## src/rtl/d_branch_sched.sv

```systemverilog
// D-stage branch scheduler: 2-bit saturating direction table, resolution/redirect, 2-stage table write.
// Optional BRANCH_SCHED_STATS_EN adds resolution and mispredict counters.
module d_branch_sched #(
    parameter int unsigned IDX_W    = 6,
    parameter logic [1:0]  INIT_CTR = 2'b01
) (
    input  logic        clk,
    input  logic        reset,
    input  logic [31:0] F_pc,
    input  logic        F_is_br,
    output logic        F_pred_taken,
    input  logic [31:0] D_pc,
    input  logic        D_is_br,
    input  logic        D_likely,
    input  logic        D_pred_taken,
    input  logic        D_branch,
    input  logic        stall,
    output logic        D_mispredict,
    output logic        D_redirect_taken,
    output logic        D_cleardb,
    output logic        busy_upd
`ifdef BRANCH_SCHED_STATS_EN
    ,
    output logic [31:0] stat_br,
    output logic [31:0] stat_miss
`endif
);

    localparam int unsigned DEPTH = 1 << IDX_W;

    logic [1:0]       ctr [DEPTH];
    logic             wb_valid;
    logic [IDX_W-1:0] wb_idx;
    logic [1:0]       wb_val;

    logic [IDX_W-1:0] F_idx;
    logic [IDX_W-1:0] D_idx;
    logic [1:0]       F_ctr;
    logic [1:0]       D_ctr;
    logic             accept;
    logic             unused_pc_bits;

    function automatic logic [1:0] sat(input logic [1:0] c, input logic taken);
        logic [1:0] r;
        r = c;
        if (taken && c != 2'b11)
            r = c + 2'b01;
        else if (!taken && c != 2'b00)
            r = c - 2'b01;
        return r;
    endfunction

    assign F_idx = F_pc[IDX_W+1:2];
    assign D_idx = D_pc[IDX_W+1:2];
    assign unused_pc_bits = ^{F_pc[31:IDX_W+2], F_pc[1:0], D_pc[31:IDX_W+2], D_pc[1:0]};

    // Pending write is forwarded to both readers so back-to-back updates accumulate.
    always_comb begin
        F_ctr = ctr[F_idx];
        if (wb_valid && wb_idx == F_idx)
            F_ctr = wb_val;
        D_ctr = ctr[D_idx];
        if (wb_valid && wb_idx == D_idx)
            D_ctr = wb_val;
    end

    assign accept = D_is_br & ~stall;

    always_comb begin
        F_pred_taken     = F_is_br & F_ctr[1];
        D_mispredict     = 1'b0;
        D_redirect_taken = 1'b0;
        D_cleardb        = 1'b0;
        if (accept) begin
            D_mispredict     = D_branch ^ D_pred_taken;
            D_redirect_taken = D_branch;
            D_cleardb        = D_likely & ~D_branch;
        end
    end

    assign busy_upd = wb_valid;

    always_ff @(posedge clk or posedge reset) begin
        if (reset) begin
            for (int unsigned i = 0; i < DEPTH; i++)
                ctr[i] <= INIT_CTR;
            wb_valid <= 1'b0;
            wb_idx   <= '0;
            wb_val   <= '0;
        end else begin
            if (wb_valid)
                ctr[wb_idx] <= wb_val;
            wb_valid <= accept;
            if (accept) begin
                wb_idx <= D_idx;
                wb_val <= sat(D_ctr, D_branch);
            end
        end
    end

`ifdef BRANCH_SCHED_STATS_EN
    always_ff @(posedge clk or posedge reset) begin
        if (reset) begin
            stat_br   <= '0;
            stat_miss <= '0;
        end else if (accept) begin
            stat_br <= stat_br + 32'd1;
            if (D_mispredict)
                stat_miss <= stat_miss + 32'd1;
        end
    end
`endif

endmodule

```

## config.mk

```make
export PLATFORM = sky130hd
export DESIGN_NAME = d_branch_sched
export DESIGN_NICKNAME = d
export VERILOG_FILES = /design/src/rtl/d_branch_sched.sv
export SDC_FILE = /design/constraint.sdc
export NUM_CORES = 1
export LEC_CHECK = 0
export BUFFER_PORTS_ARGS = -buffer_cell sky130_fd_sc_hd__buf_2
export CORE_MARGIN = 4
export CORE_UTILIZATION = 50
export DETAILED_ROUTE_END_ITERATION = 10
export HOLD_SLACK_MARGIN = 0.05
export PLACE_DENSITY = 0.83
export SLEW_MARGIN = 20
export SYNTH_ARGS = -nofsm -noshare
export SYNTH_HDL_FRONTEND = slang
export SYNTH_SLANG_ARGS = --single-unit
export TNS_END_PERCENT = 50
```

## constraint.sdc

```tcl
create_clock -name clk -period 3.95 [get_ports clk]
set_input_delay 0.395 -clock clk [delete_from_list [all_inputs] [get_ports clk]]
set_output_delay 0.395 -clock clk [all_outputs]
set_load 0.05 [all_outputs]
```

* Yosys cells after proc, flatten, opt, wreduce, memory -nomap -nowiden
Index checks and enable logic that the tools add are counted.
** Operators by class
- Add/sub/neg operators :: 2
- Equal/unequal tests :: 3
- Mux-type cells :: 16
- Bitwise operators :: 9
- Reductions and logical operators :: 7
- Magnitude comparators :: 4
** Operators with widths (count)
- $bwmux W128 :: 1
- $bmux W2 S6 :: 2
- $ge A7 B7 Y1 const B :: 3
- $not A6 Y7 :: 3
- $mux W2 :: 9
- $demux W2 S6 :: 1
- $eq A6 B6 Y1 :: 2
- $lt A7 B1 Y1 const B :: 1
- $logic_and A1 B1 Y1 :: 5
- $and A1 B1 Y1 :: 3
- $mux W1 :: 3
- $add A2 B1 Y2 const B :: 1
- $ne A2 B2 Y1 const B :: 1
- $not A1 Y1 :: 2
- $reduce_bool A2 Y1 :: 1
- $sub A2 B1 Y2 const B :: 1
- $logic_not A1 Y1 :: 1
- $xor A1 B1 Y1 :: 1
** Word-level totals
- Output and inout bits :: 5
- Input port bits :: 72
- Register bits after elaboration :: 137
- Logic and storage cells :: 108

* Longest topological paths before layout
Gate-level depths: netlist of the first run.
- Depth in word-level cells :: 9
- Depth in mapped cells :: 16

* Worst setup path before layout of the first run
Ideal clock, no wire load.
- Path kind :: input -> register
- Start point :: input D_pc[2]
- End point :: register wb_val[0]
- Stages on the path :: 15
- Setup slack :: 0.525 ns
- Path buffers :: 3
- Arrival :: 3.356 ns
- Library setup time :: 0.069 ns
- Cells stage by stage :: buf_2 buf_2 buf_2 mux4_2 mux2i_1 nand3b_1 and3_1 a221oi_2 inv_1 ha_1 mux2_2 or3_1 a21oi_1 a21oi_1 nand3_1
** Between the ends
- Cells in the longest elaborated chain, start to end :: 9
- Elaborated cells on any way between the ends :: 15
- Classes of those cells :: add/sub: 2; eq/ne: 2; mux: 6; bitwise: 1; reduce/logical: 4
** Ends and longest elaborated chain
- from (decl) :: RTL line 12 : input logic [31:0] D_pc,
- $not A6 Y7 (not written as such) :: RTL line 62 : D_ctr = ctr[D_idx];
- $bmux W2 S6 :: RTL line 62
- $mux W2 (not written as such) (2 in a row) :: RTL line 62
- $mux W2 (*) :: RTL line 63 : if (wb_valid && wb_idx == D_idx)
- branches (longest 3 deep; another with $sub A2 B1 Y2)
- $mux W2 (*) :: RTL line 46 : if (taken && c != 2'b11)
- to (signal assigned) :: RTL line 96 : wb_val <= sat(D_ctr, D_branch);
- to (decl) :: RTL line 34 : logic [1:0] wb_val;
Every way passes the cells marked *. The select of a mux whose other input is x is not followed.
A chain may end at the register's enable or synchronous reset.

* Final worst setup path of the first run
- Start point :: register ctr[79] (netlist bit)
- End point :: register wb_val[0]
** Between the ends
- Cells in the longest elaborated chain, start to end :: 8
- Elaborated cells on any way between the ends :: 10
- Classes of those cells :: eq/ne: 1; mux: 6; reduce/logical: 3
** Ends and longest elaborated chain
- from (decl) :: RTL line 31 : logic [1:0] ctr [DEPTH];
- from (signal, indexed assignment) :: RTL line 92 : ctr[wb_idx] <= wb_val;
- $bmux W2 S6 (*) :: RTL line 62
- $mux W2 (not written as such) (*) (2 in a row) :: RTL line 62
- $mux W2 (*) :: RTL line 63
- $reduce_bool A2 Y1 :: RTL line 48 : else if (!taken && c != 2'b00)
- $logic_and A1 B1 Y1 :: RTL line 48
- $mux W2 :: RTL line 48
- $mux W2 (*) :: RTL line 46
Mark *: on every way between the ends. The rest lies on a longest branch, timed or not. The select of a mux whose other input is x is not followed.

==> results.txt, run 1 <==
The async set or reset register ratio after synthesis is 1.00. Flip-flop cell with the highest count after synthesis: dfrtp_1. The tools report the critical path launch point type as a flop. For the post-route antenna net violation count, the log shows 0. The routed metal-1 wire length is 6.98 mm, and the measured slew at the worst slew-check pin is 0.935 ns.

The final layout net count is 665, and the leakage power summed over all cells is 0.00370 uW. Global routing finished with a remaining overflow of 0. The critical path in this run is classified as flop to flop. For the first-pass GRT wire length, the log shows 30.1 mm. The top cell types in the final layout, fill and taps aside, are mux2_2 (131), dfrtp_1 (73), dfstp_2 (64), nand2_1 (62), nor2_1 (43). Counting along the longest clock path gives a buffer depth of 2. Dividing the detail-routed via count by the number of cells gives 6.40. Summed over all nets, wire length on met3 after detailed routing comes to 1.69 mm.

Based on the critical path, the design can be clocked at up to 0.286 GHz. The mapped netlist covers 7520 um2. STA puts the critical path data required time at 4.31 ns. In this run the worst hold path is classified as input pin to flop. Number of antenna violations at the first check in global routing: 0.

STA classifies the critical path endpoint as a flop. Dividing the synthesized area by the synthesized cell count gives 13.1 um2. The run gives 3.86 ns as the critical path data arrival time. Number of slew-limit violations in the final report: 0.

The tools report the number of cell rows as 44. Leaving out fill and tap cells, the most frequent cell in the layout is mux2_2. Detailed routing inserted a total of 5,045 vias.

By area, the combinational part of the netlist is dominated by multiplexers. The portion of the clock cycle consumed by the worst path in the final layout was 0.886; the peak supply drop was 0.390 mV. The logs give 14,600 um2 for the area of the placeable core and 788 for the final cell count without fillers. The final period demand of the worst path was 3.50 ns; the post-synthesis net count was 648. The post-synthesis compound-gate area fraction was 0.0259. The tree is rooted in a clkbuf_16. The total iterations of the first detailed-routing run is 6, and the violation count after the first detailed-route iteration is 348.

Measured along the y axis, the die boundary spans 131 um. The TritonCTS buffer count is 17, and the number of flops mapped to enable cells by yosys is 0. The count of buffers added on input and output ports is 24. The synthesis-to-finish area growth works out to 13.3%.

The total negative slack is 0 ns. The die span in x works out to 131 um. The warning count from the yosys run was 0; the number of endpoints failing setup at the final stage was 0. Gates resized during post-CTS repair numbered 0. The proportion of layout cells with a drive suffix above 1 was 0.518; the placer congestion estimate was 0.879. The routed design has 18.3 mm of wire.

The post-CTS setup buffer count was 0. The run finished with clean final reports. In this run the power density over the cells is 524 nW/um2.

The number of synthesized register bits is 137. The H-tree generated during clock tree synthesis spans 4 levels. In the routed design, unresolved DRC markers number 0. The final-report hold violation count is 0. The share of cell area taken by muxes after synthesis is 0.364, and the total number of clock tree sinks is 137.

Max-cap violations in this run came to 0. The maximum clock skew at final layout was 0.00673 ns. Setup repair after global routing left no endpoint under its margin. The number of placed I/O pins came out at 77.

Detailed routing placed a total of 9.09 mm of wire on met2. The post-synthesis cell count is 574, and the global router's overall resource usage is 0.235. The run gives 17,100 um2 as the die area. Entering global routing, the biggest net connects 85 pins.

The share of the synthesized netlist area taken by xor and xnor gates is 0.0151. The simple-gate share of the synthesized area was 0.0966. After clock tree synthesis, the clock-pin slew on the worst setup and hold paths is 0.06 ns. The part of the Yosys area used for sequential elements came out at 0.466.

The headroom to the max-slew limit came out at 0.375. The number of global-route vias before repair was 5,548. Detailed placer's ending HPWL: 12.3 mm. The run gives 754 as the post-placement cell count. The starting density of the core is 0.514.

TritonCTS built the clock tree. Dividing the detail-routed wire length by the instance count gives 23.3 um. Number of distinct standard cells referenced by the synthesized netlist: 45.

At the later pin of the worst-skew pair, clock insertion delay measures 0.42 ns. The adder and majority cell fraction of the synthesized area came out at 0.00333. In this run the top signal layer used is met4.

Total power for the finished layout comes to 4460 uW. The diode insertion count for antenna repair is 0, and the maximum fanout along the worst path is 5.
## flip-flops by register name (all words and copies together) (netlist names)
signal	flops
wb_val	2
wb_idx	6
busy_upd	1
ctr	128
## per-stage QoR
step,setup slack [ns],util,hold WS (ns),area [um2]
2_1_floorplan,0.525,-,0.488,7530
3_3_place_gp,0.355,0.534,0.500,7820
3_5_place_dp,0.154,0.534,0.512,7820
4_1_cts,0.467,0.580,0.256,8490
5_1_grt,0.326,0.582,0.282,8520
6_report,0.452,0.582,0.282,8520
## critical path: stages, from the launching register on
cell	delay (ns)
dfrtp_1	0.41
mux4_1	0.56
mux4_2	0.50
nand2b_1	0.19
and4b_1	0.23
a221oi_2	0.30
inv_1	0.10
ha_1	0.20
mux2_2	0.31
or3_1	0.32
a21oi_1	0.16
a21oi_1	0.06
nand3_1	0.10
## final timing paths
check | from | depth (start not counted) | end | slack, ns
min in group asynchronous | reset | 3 | ctr[79]$_DFFE_PP0P_ | 0.57
min | D_pc[7] | 3 | wb_idx[5]$_DFFE_PP0P_ | 0.28
min reg2reg | ctr[13]$_DFFE_PP0P_ | 1 | ctr[13]$_DFFE_PP0P_ | 0.53
max | ctr[79]$_DFFE_PP0P_ | 12 | wb_val[0]$_DFFE_PP0P_ | 0.45
max in group asynchronous | reset | 4 | ctr[108]$_DFFE_PP1P_ | 2.55
max reg2reg | ctr[79]$_DFFE_PP0P_ | 12 | wb_val[0]$_DFFE_PP0P_ | 0.45
## cell families (layout without fill, tap and decap cells)
logic type	count (synthesis)	in the layout
fa+ha+maj	2	2
compound gates	27	27
simple gates	157	157
flops	137	137
mux	190	190
xor+xnor	13	13
buf+inv	48	78
## repair_timing
action | in CTS | in global routing
setup endpoints to repair | 0 | 0
hold endpoints to repair | 0 | 4
hold buffers | 0 | 1
## area by class of cell
class | count | area (um2)
Clock buffer | 22 | 484
Clock inverter | 10 | 189
Fill cell | 1119 | 6120
Inverter | 5 | 22.5
Multi-Input combinational cell | 389 | 3800
Sequential cell | 137 | 3510
Tap cell | 184 | 230
Timing Repair Buffer | 41 | 288
## cell usage after synthesis (8+ instances only)
master | n | share of area
mux2i_1 | 8 | 0.011
mux4_1 | 10 | 0.035
mux4_2 | 41 | 0.12
a22oi_1 | 9 | 0.0090
mux2_2 | 131 | 0.20
dfrtp_1 | 73 | 0.24
clkbuf_1 | 30 | 0.015
nor2_1 | 43 | 0.021
buf_2 | 9 | 0.0060
dfstp_2 | 64 | 0.22
nand2b_1 | 8 | 0.0067
nand2_1 | 62 | 0.031
## report_power, final
| group | internal [uW] | leakage [uW] | switching (uW) |
|---|---|---|---|
| registers | 1700 | 0.00165 | 169 |
| logic | 411 | 0.00173 | 397 |
| clock network | 1190 | 0.000327 | 602 |
| total | 3300 | 0.00370 | 1170 |
## metal layers
| layer | track usage | up-vias |
|---|---|---|
| met2 | 0.373 | 256 |
| li1 | - | 2146 |
| met1 | 0.297 | 2593 |
| met5 | 0 | - |
| met4 | 0.102 | 0 |
| met3 | 0.0772 | 50 |
(Power assumes the default switching activity.)
==> run 2, diff against run 1 <==
- BUFFER_PORTS_ARGS: -buffer_cell sky130_fd_sc_hd__buf_2 -> -buffer_cell sky130_fd_sc_hd__buf_4
- PLACE_DENSITY: 0.83 -> 0.8
- clock period: 3.95 -> 3.59 ns (I/O delays scaled with it)
==> run 2 against run 1 <==
Design area down 0.46%. Critical endpoint unchanged. Routed wire length down 3.5%. Clock power down 2%. Final cell count unchanged. Worst setup slack worse by 0.21 ns. Register-to-register slack worse by 0.21 ns. Sequential power up 9%. Highest routed layer unchanged. Core utilization down 0.26 points. Sequential share of layout area up 0.19 points. Largest cell class unchanged. Critical path depth unchanged. Via count down 1.9%.
==> results.txt, run 2 (synthesis gave the netlist of run 1 again) <==
The flow ran to the end, and the final reports show no timing, DRC or antenna violations. The clock group share of total power is 0.375 (-0.026). The cell area after layout was 8490 um2 (-0.46%); the switching share of total power was 0.269 (+0.00757). The maximum number of pins on one net before global-route repair was 69 (-19%). Count of input and output buffers: 24 (unchanged).

The tools report the count of instances resized after the clock tree is built as 0 (unchanged). For the placer congestion estimate, the log shows 0.870 (-1.1%). The tools report the cell internal power dissipation as 3420 uW (+3.7%). The logs give 14,600 um2 (unchanged) for the area of the placeable core and 478 (+37%) for the violation count after the first detailed-route iteration. Portion of the clock cycle consumed by the worst path in the final layout: 0.931 (+0.0458). The final-report hold violation count came out at 0 (unchanged). The number of hold buffers added after CTS was 0 (unchanged); the average wire per standard cell was 22.5 um (-3.5%). For this design, the slowest cell found on the critical path is mux4_1.

The clock transition at the registers of the reported paths works out to 0.06 ns (about the same). Critical path data arrival time: 3.70 ns (-0.16 ns). Worst hold slack after final layout: 0.141 ns (-0.141 ns). Vias per cell: 6.28 (-1.9%). Traced cell by cell, the critical path runs through mux4_1 -> mux4_2 -> nand2b_1 -> and4b_1 -> a221oi_2 -> inv_1 -> ha_1 -> mux2_2 -> or3_1 -> a21oi_1 -> a21oi_1 -> nand3_1.

The number of global-route vias before repair is 5,233 (-5.7%), and the total number of clock tree sinks is 137 (unchanged). The headroom to the max-slew limit was 0.364 (-0.0103). Cell repeated most along the worst path: a21oi_1.

The worst setup path is launched from a flop. The fmax was 0.299 GHz (+4.6%). The first-pass GRT wire length is 28.7 mm (-4.6%), and the cell area power density is 551 nW/um2 (+5.2%). For the starting density of the core, the log shows 0.514 (unchanged). The overflow left after global routing came out at 0 (unchanged). The worst setup path is captured at a flop.

The register with the most flip-flops in the final layout is ctr. The combinational cell fraction of total power is 0.190 (+0.009). The number of placed I/O pins is 77 (unchanged), and the synthesis-to-finish area growth is 12.8%. The critical path in this run is classified as flop to flop. The proportion of layout cells with a drive suffix above 1 is 0.520 (+0.00166). The tools report the via count of the routed design as 4,948 (-1.9%).

The tools report the die area as 17,100 um2 (unchanged). Setup repair after global routing left no endpoint under its margin. The DRC violation count after routing is 0 (unchanged). The leakage power summed over all cells came out at 0.00367 uW (-0.78%). Final period demand of the worst path: 3.34 ns (-0.154 ns).

The flip-flop count of the largest register after layout was 128 (unchanged). The TritonCTS buffer count was 17 (unchanged). The die span in x is 131 um (unchanged), and the clock latency reported for the late side of the worst-skew pair is 0.43 ns (about the same).

The run gives 12.1 mm (-1.3%) as the detailed placer's ending HPWL. The post-CTS setup buffer count is 0 (unchanged). The tools report the required time at the endpoint of the critical path as 3.95 ns (-0.36 ns). The worst-case clock buffer depth was 2 (unchanged); the largest stage delay on the critical path was 0.52 ns (-0.04 ns).

TritonCTS built the clock tree. The die boundary height works out to 131 um (unchanged). The measured slew at the worst slew-check pin is 0.952 ns (+0.0168 ns). For the switching power, the log shows 1260 uW (+7.8%). The total negative slack is 0 ns (unchanged), and the peak supply drop is 0.496 mV (+27%). The number of slew-limit violations in the final report was 0 (unchanged); the H-tree depth was 4 (unchanged). Number of maximum-capacitance constraint violations: 0 (unchanged). Placed standard-cell area: 7880 um2 (+0.80%). The tools report the total iterations of the first detailed-routing run as 5 (-1). The largest registers in the layout are ctr: 128 flops, wb_idx: 6 flops, wb_val: 2 flops.

In the layout the commonest cells are mux2_2 (131), dfrtp_1 (73), dfstp_2 (64), nand2_1 (62), nor2_1 (43). The maximum fanout along the worst path came out at 5 (unchanged). The number of cell rows was 44 (unchanged).

Maximum clock skew at final layout: 0.00777 ns (+0.00105 ns). The type of the most critical hold path is input pin to asynchronous set/reset pin. The tools report the CTS root buffer as clkbuf_16.

Number of antenna violations at the first check in global routing: 0 (unchanged). The tools report the number of endpoints failing setup at the final stage as 0 (unchanged). The final layout net count came out at 665 (unchanged). The sequential share of power was 0.435 (+0.017). The logs give 0.225 (-0.0101) for the global router's overall resource usage and 0 (unchanged) for the post-route antenna net violation count. The diode insertion count for antenna repair came out at 0 (unchanged).

The detailed-route wire length was 17.7 mm (-3.5%). The library cell used most frequently in the layout, excluding fill and tap cells, is mux2_2.
==> run 2: cell count changes in the layout (fill, tap and decap cells not counted), sizes merged <==
| cell | change |
|---|---|
| clkinv | +2 |
| bufinv | -3 |
| clkbuf | -1 |
| clkinvlp | +2 |
| buf | +1 |
| dlygate4sd3 | -1 |
==> run 2: critical path, delay by kind of cell (launching register included) <==
| kind | cells | cell delay (ns) |
|---|---|---|
| adders and majority gates | 1 | 0.19 |
| muxes | 3 | 1.31 |
| buffers and inverters | 1 | 0.08 |
| AOI/OAI and AO/OA | 3 | 0.48 |
| DFF | 1 | 0.40 |
| and+or+nand+nor | 4 | 0.83 |
==> run 2: path summary, 6_finish.rpt <==
kind,endpoint,cells after the start,slack [ns],startpoint
worst max register to register,wb_val[0]$_DFFE_PP0P_,12,0.25,ctr[75]$_DFFE_PP0P_
min in group clk,wb_idx[5]$_DFFE_PP0P_,3,0.21,D_pc[7]
worst max-delay path,wb_val[0]$_DFFE_PP0P_,12,0.25,ctr[75]$_DFFE_PP0P_
worst min-delay path,ctr[31]$_DFFE_PP0P_,2,0.14,reset
worst min register to register,ctr[23]$_DFFE_PP0P_,1,0.53,ctr[23]$_DFFE_PP0P_
max in group asynchronous,ctr[126]$_DFFE_PP1P_,3,2.51,reset
==> run 2: per-stage QoR <==
stage / setup slack [ns] / utilization / power [uW] / instances
floorplan: 0.201 / - / 2680 / 574
finish: 0.246 / 0.579 / 4680 / 788
global placement: 0.0438 / 0.538 / 2880 / 756
detailed placement: -0.0549 / 0.538 / 2940 / 756
CTS: 0.262 / 0.579 / 4700 / 788
global route: 0.109 / 0.579 / 4890 / 788
==> run 2: cell type report <==
cell class,instances,area [um2]
clock inverter,11,120
timing repair buffer,41,320
inverter,5,22.5
tap,184,230
sequential,137,3510
clock buffer,21,482
fill,1136,6160
multi-input combinational,389,3800
==> run 2: power by group through the flow <==
stage                     registers (uW)  logic, uW  clock network (uW)
after floorplan                     1990        694                   0
after global placement              2030        850                   0
after detailed placement            2050        888                   0
after CTS                           2030        892                1780
after global routing                2060        961                1860
final                               2030        890                1750
==> run 2: per-layer routing <==
layer  part of all wire  routed length, um  global-route usage
met1               0.42               7370               0.313
met4              0.024                427              0.0871
met5                  0                  0                   0
met2               0.49               8620               0.346
met3              0.072               1270              0.0520
==> run 3, diff against run 2 <==
- BUFFER_PORTS_ARGS: -buffer_cell sky130_fd_sc_hd__buf_4 -> unset
- DONT_BUFFER_PORTS: unset -> 1
- HOLD_SLACK_MARGIN: 0.05 -> unset
- PLACE_DENSITY: 0.8 -> 0.76
==> run 3 against run 2 <==
Largest power group unchanged. Global-route usage hardly changed. Sequential share of layout area is 0.91 points higher. Core utilization is 1.2 points lower. The run now ends with hold timing left. Largest cell class unchanged.
==> results.txt, run 3 (synthesis gave the netlist of run 1 again) <==
The run finished, with violations left. The final reports fail on hold timing. The worst setup path is launched from a flop. More flip-flops sit in one register than any other, and that register is ctr. The classification of the worst setup path was flop to flop. The flip-flop count of the largest register after layout was 128 (unchanged); the number of endpoints failing setup at the final stage was 0 (unchanged). The slowest stage of the critical path is the mux4_1 cell. The final period demand of the worst path was 3.41 ns (+0.0701 ns); the total iterations of the first detailed-routing run was 5 (unchanged). The post-place setup slack was 0.217 ns (+0.272 ns). The cell repeated most along the worst path was a21oi_1. The run gives 137 (unchanged) as the total number of clock tree sinks.

The number of antenna violations at the first check in global routing came out at 0 (unchanged). The number of placed I/O pins is 77 (unchanged). Number of maximum-capacitance constraint violations: 0 (unchanged). The portion of the clock cycle consumed by the worst path in the final layout was 0.951 (+0.0195). The endpoint identified for the worst register-to-register timing path is wb_val[0]$_DFFE_PP0P_.

The required time at the endpoint of the critical path is 3.95 ns (about the same). The signal on the critical path passes through mux4_1 -> mux4_2 -> nand2b_1 -> and4b_1 -> a221oi_2 -> inv_1 -> ha_1 -> mux2_2 -> or3_1 -> a21oi_1 -> a21oi_1 -> nand3_1. Final layout net count: 634 (-4.7%). The run gives 0 (unchanged) as the diode insertion count for antenna repair.

The first-pass GRT wire length is 28.3 mm (-1.3%), and the worst hold slack after final layout is -0.0103 ns (-0.151 ns). The headroom to the max-slew limit is 0.413 (+0.0492), and the cell internal power dissipation is 3540 uW (+3.6%). The measured slew at the worst slew-check pin works out to 0.877 ns (-0.0750 ns). The H-tree depth was 4 (unchanged); the proportion of layout cells with a drive suffix above 1 was 0.497 (-0.0225). In this run the critical register-to-register path is launched from ctr[77]$_DFFE_PP0P_. Die boundary height: 131 um (unchanged).

The area growth from synthesis to layout is 10.4%. TritonCTS built the clock tree. The tools report the die area as 17,100 um2 (unchanged). The power after layout is 4760 uW (+1.8%). The detailed placer's ending HPWL came out at 11.1 mm (-8.6%). For the leakage power summed over all cells, the log shows 0.00354 uW (-3.5%).

The logs give 0 (unchanged) for the DRC violation count after routing and 1,114 (-1.9%) for the number of fillers in the final layout. The largest registers in the layout are ctr: 128 flops, wb_idx: 6 flops, wb_val: 2 flops. The combinational cell fraction of total power was 0.175 (-0.015). The endpoint type of the worst setup path is a flop. The logs give 138 (+100%) for the maximum number of pins on one net before global-route repair and 17 (unchanged) for the TritonCTS buffer count. The overflow left after global routing is 0 (unchanged), and the via count of the routed design is 4,842 (-2.1%).

The logs give 0.43 ns (about the same) for the clock latency reported for the late side of the worst-skew pair and 0 (unchanged) for the post-CTS setup buffer count. The tools report the global router's overall resource usage as 0.224 (-0.000334). The tools report the CTS root buffer as clkbuf_16. The number of cells on the worst reg-to-reg path came out at 12 (unchanged).

The setup slack of the most critical reg-to-reg path is 0.18 ns (-0.07 ns), and the violation count after the first detailed-route iteration is 395 (-17%). The clock transition at the registers of the reported paths was 0.06 ns (about the same); the number of hold buffers added after CTS was 0 (unchanged). The count of instances resized after the clock tree is built is 0 (unchanged), and the average wire per standard cell is 23.4 um (+4.2%). The final-report hold violation count was 1 (+1). The clock group share of total power is 0.399 (+0.024), and the detailed-route wire length is 17.7 mm (+0.12%). The tools report the switching power as 1220 uW (-3.2%).

The largest stage delay on the critical path is 0.54 ns (+0.02 ns). The logs give 0.514 (unchanged) for the starting density of the core and 0 (unchanged) for the post-route antenna net violation count. Number of cell rows: 44 (unchanged). The die span in x was 131 um (unchanged); the switching share of total power was 0.256 (-0.0131). The sequential share of power is 0.425 (-0.010). The path class of the tightest hold or removal check is input pin to asynchronous set/reset pin. The vias per cell was 6.40 (+1.9%); the total negative slack was 0 ns (unchanged). The count of input and output buffers works out to 0 (-100%).

The logs give 0.293 GHz (-2.1%) for the fmax and 0.567 (-0.0122) for the end-of-flow core utilization. The critical path data arrival time is 3.77 ns (+0.07 ns). For the placer congestion estimate, the log shows 0.884 (+1.7%).

The most frequent standard cell in the layout excluding fill and tap cells is mux2_2. The run gives 14,600 um2 (unchanged) as the area of the placeable core. The final worst slack was 0.176 ns (-0.0701 ns); the cell area power density was 573 nW/um2 (+4.0%).

Worst-case clock buffer depth: 2 (unchanged). For the number of slew-limit violations in the final report, the log shows 0 (unchanged). Leaving out fill and tap cells, the most frequent cells in the layout are mux2_2 (131), dfrtp_1 (72), dfstp_2 (64), nand2_1 (62), nor2_1 (43). The number of global-route vias before repair was 5,076 (-3.0%). Peak supply drop: 0.361 mV (-27%). The maximum clock skew at final layout was 0.00577 ns (-0.00200 ns).

Setup repair after global routing left no endpoint under its margin. The maximum fanout along the worst path came out at 5 (unchanged).
## run 3: worst max-delay path, delay by kind of cell, from the launching register on
family / cells / cell delay (ns)
adder cells (fa/ha/maj): 1 / 0.19
buffers and inverters: 1 / 0.08
AND/OR/NAND/NOR: 4 / 0.83
multiplexers: 3 / 1.34
flip-flops: 1 / 0.39
AO/OA/AOI/OAI: 3 / 0.51
## run 3: metal layers
layer / routed length, um / track usage
met1: 7510 / 0.299
met5: 0 / 0
met2: 8470 / 0.347
met4: 554 / 0.0944
met3: 1180 / 0.0654
## run 3: per-stage QoR
stage,cell area (um2),hold WS (ns),instances
global route,8310,0.0377,757
floorplan,7530,0.464,574
detailed placement,7660,0.479,725
global placement,7660,0.472,725
finish,8310,-0.0103,757
CTS,8310,0.0312,757
## run 3: cell type report
class / count / area (um2) / area share
clock buffer: 22 / 484 / 0.0583
sequential: 137 / 3510 / 0.423
clock inverter: 10 / 165 / 0.0199
inverter: 5 / 22.5 / 0.00271
tap: 184 / 230 / 0.0277
timing repair buffer: 10 / 87.6 / 0.0105
multi-input combinational: 389 / 3810 / 0.458
## run 3: worst max path at each step
stage | end | from
floorplan | wb_val[0]$_DFFE_PP0P_ | D_pc[2]
global placement | wb_val[0]$_DFFE_PP0P_ | D_pc[2]
CTS | wb_val[0]$_DFFE_PP0P_ | ctr[77]$_DFFE_PP0P_
global route | wb_val[0]$_DFFE_PP0P_ | ctr[79]$_DFFE_PP0P_
detailed placement | wb_val[0]$_DFFE_PP0P_ | D_pc[2]
finish | wb_val[0]$_DFFE_PP0P_ | ctr[77]$_DFFE_PP0P_
## run 3: power by group through the flow
| stage | Combinational [uW] | Sequential (uW) | Clock (uW) |
|---|---|---|---|
| after global routing | 896 | 2050 | 2000 |
| after CTS | 828 | 2020 | 1930 |
| final | 834 | 2020 | 1900 |
| after detailed placement | 821 | 2040 | 0 |
| after floorplan | 694 | 1990 | 0 |
| after global placement | 789 | 2020 | 0 |
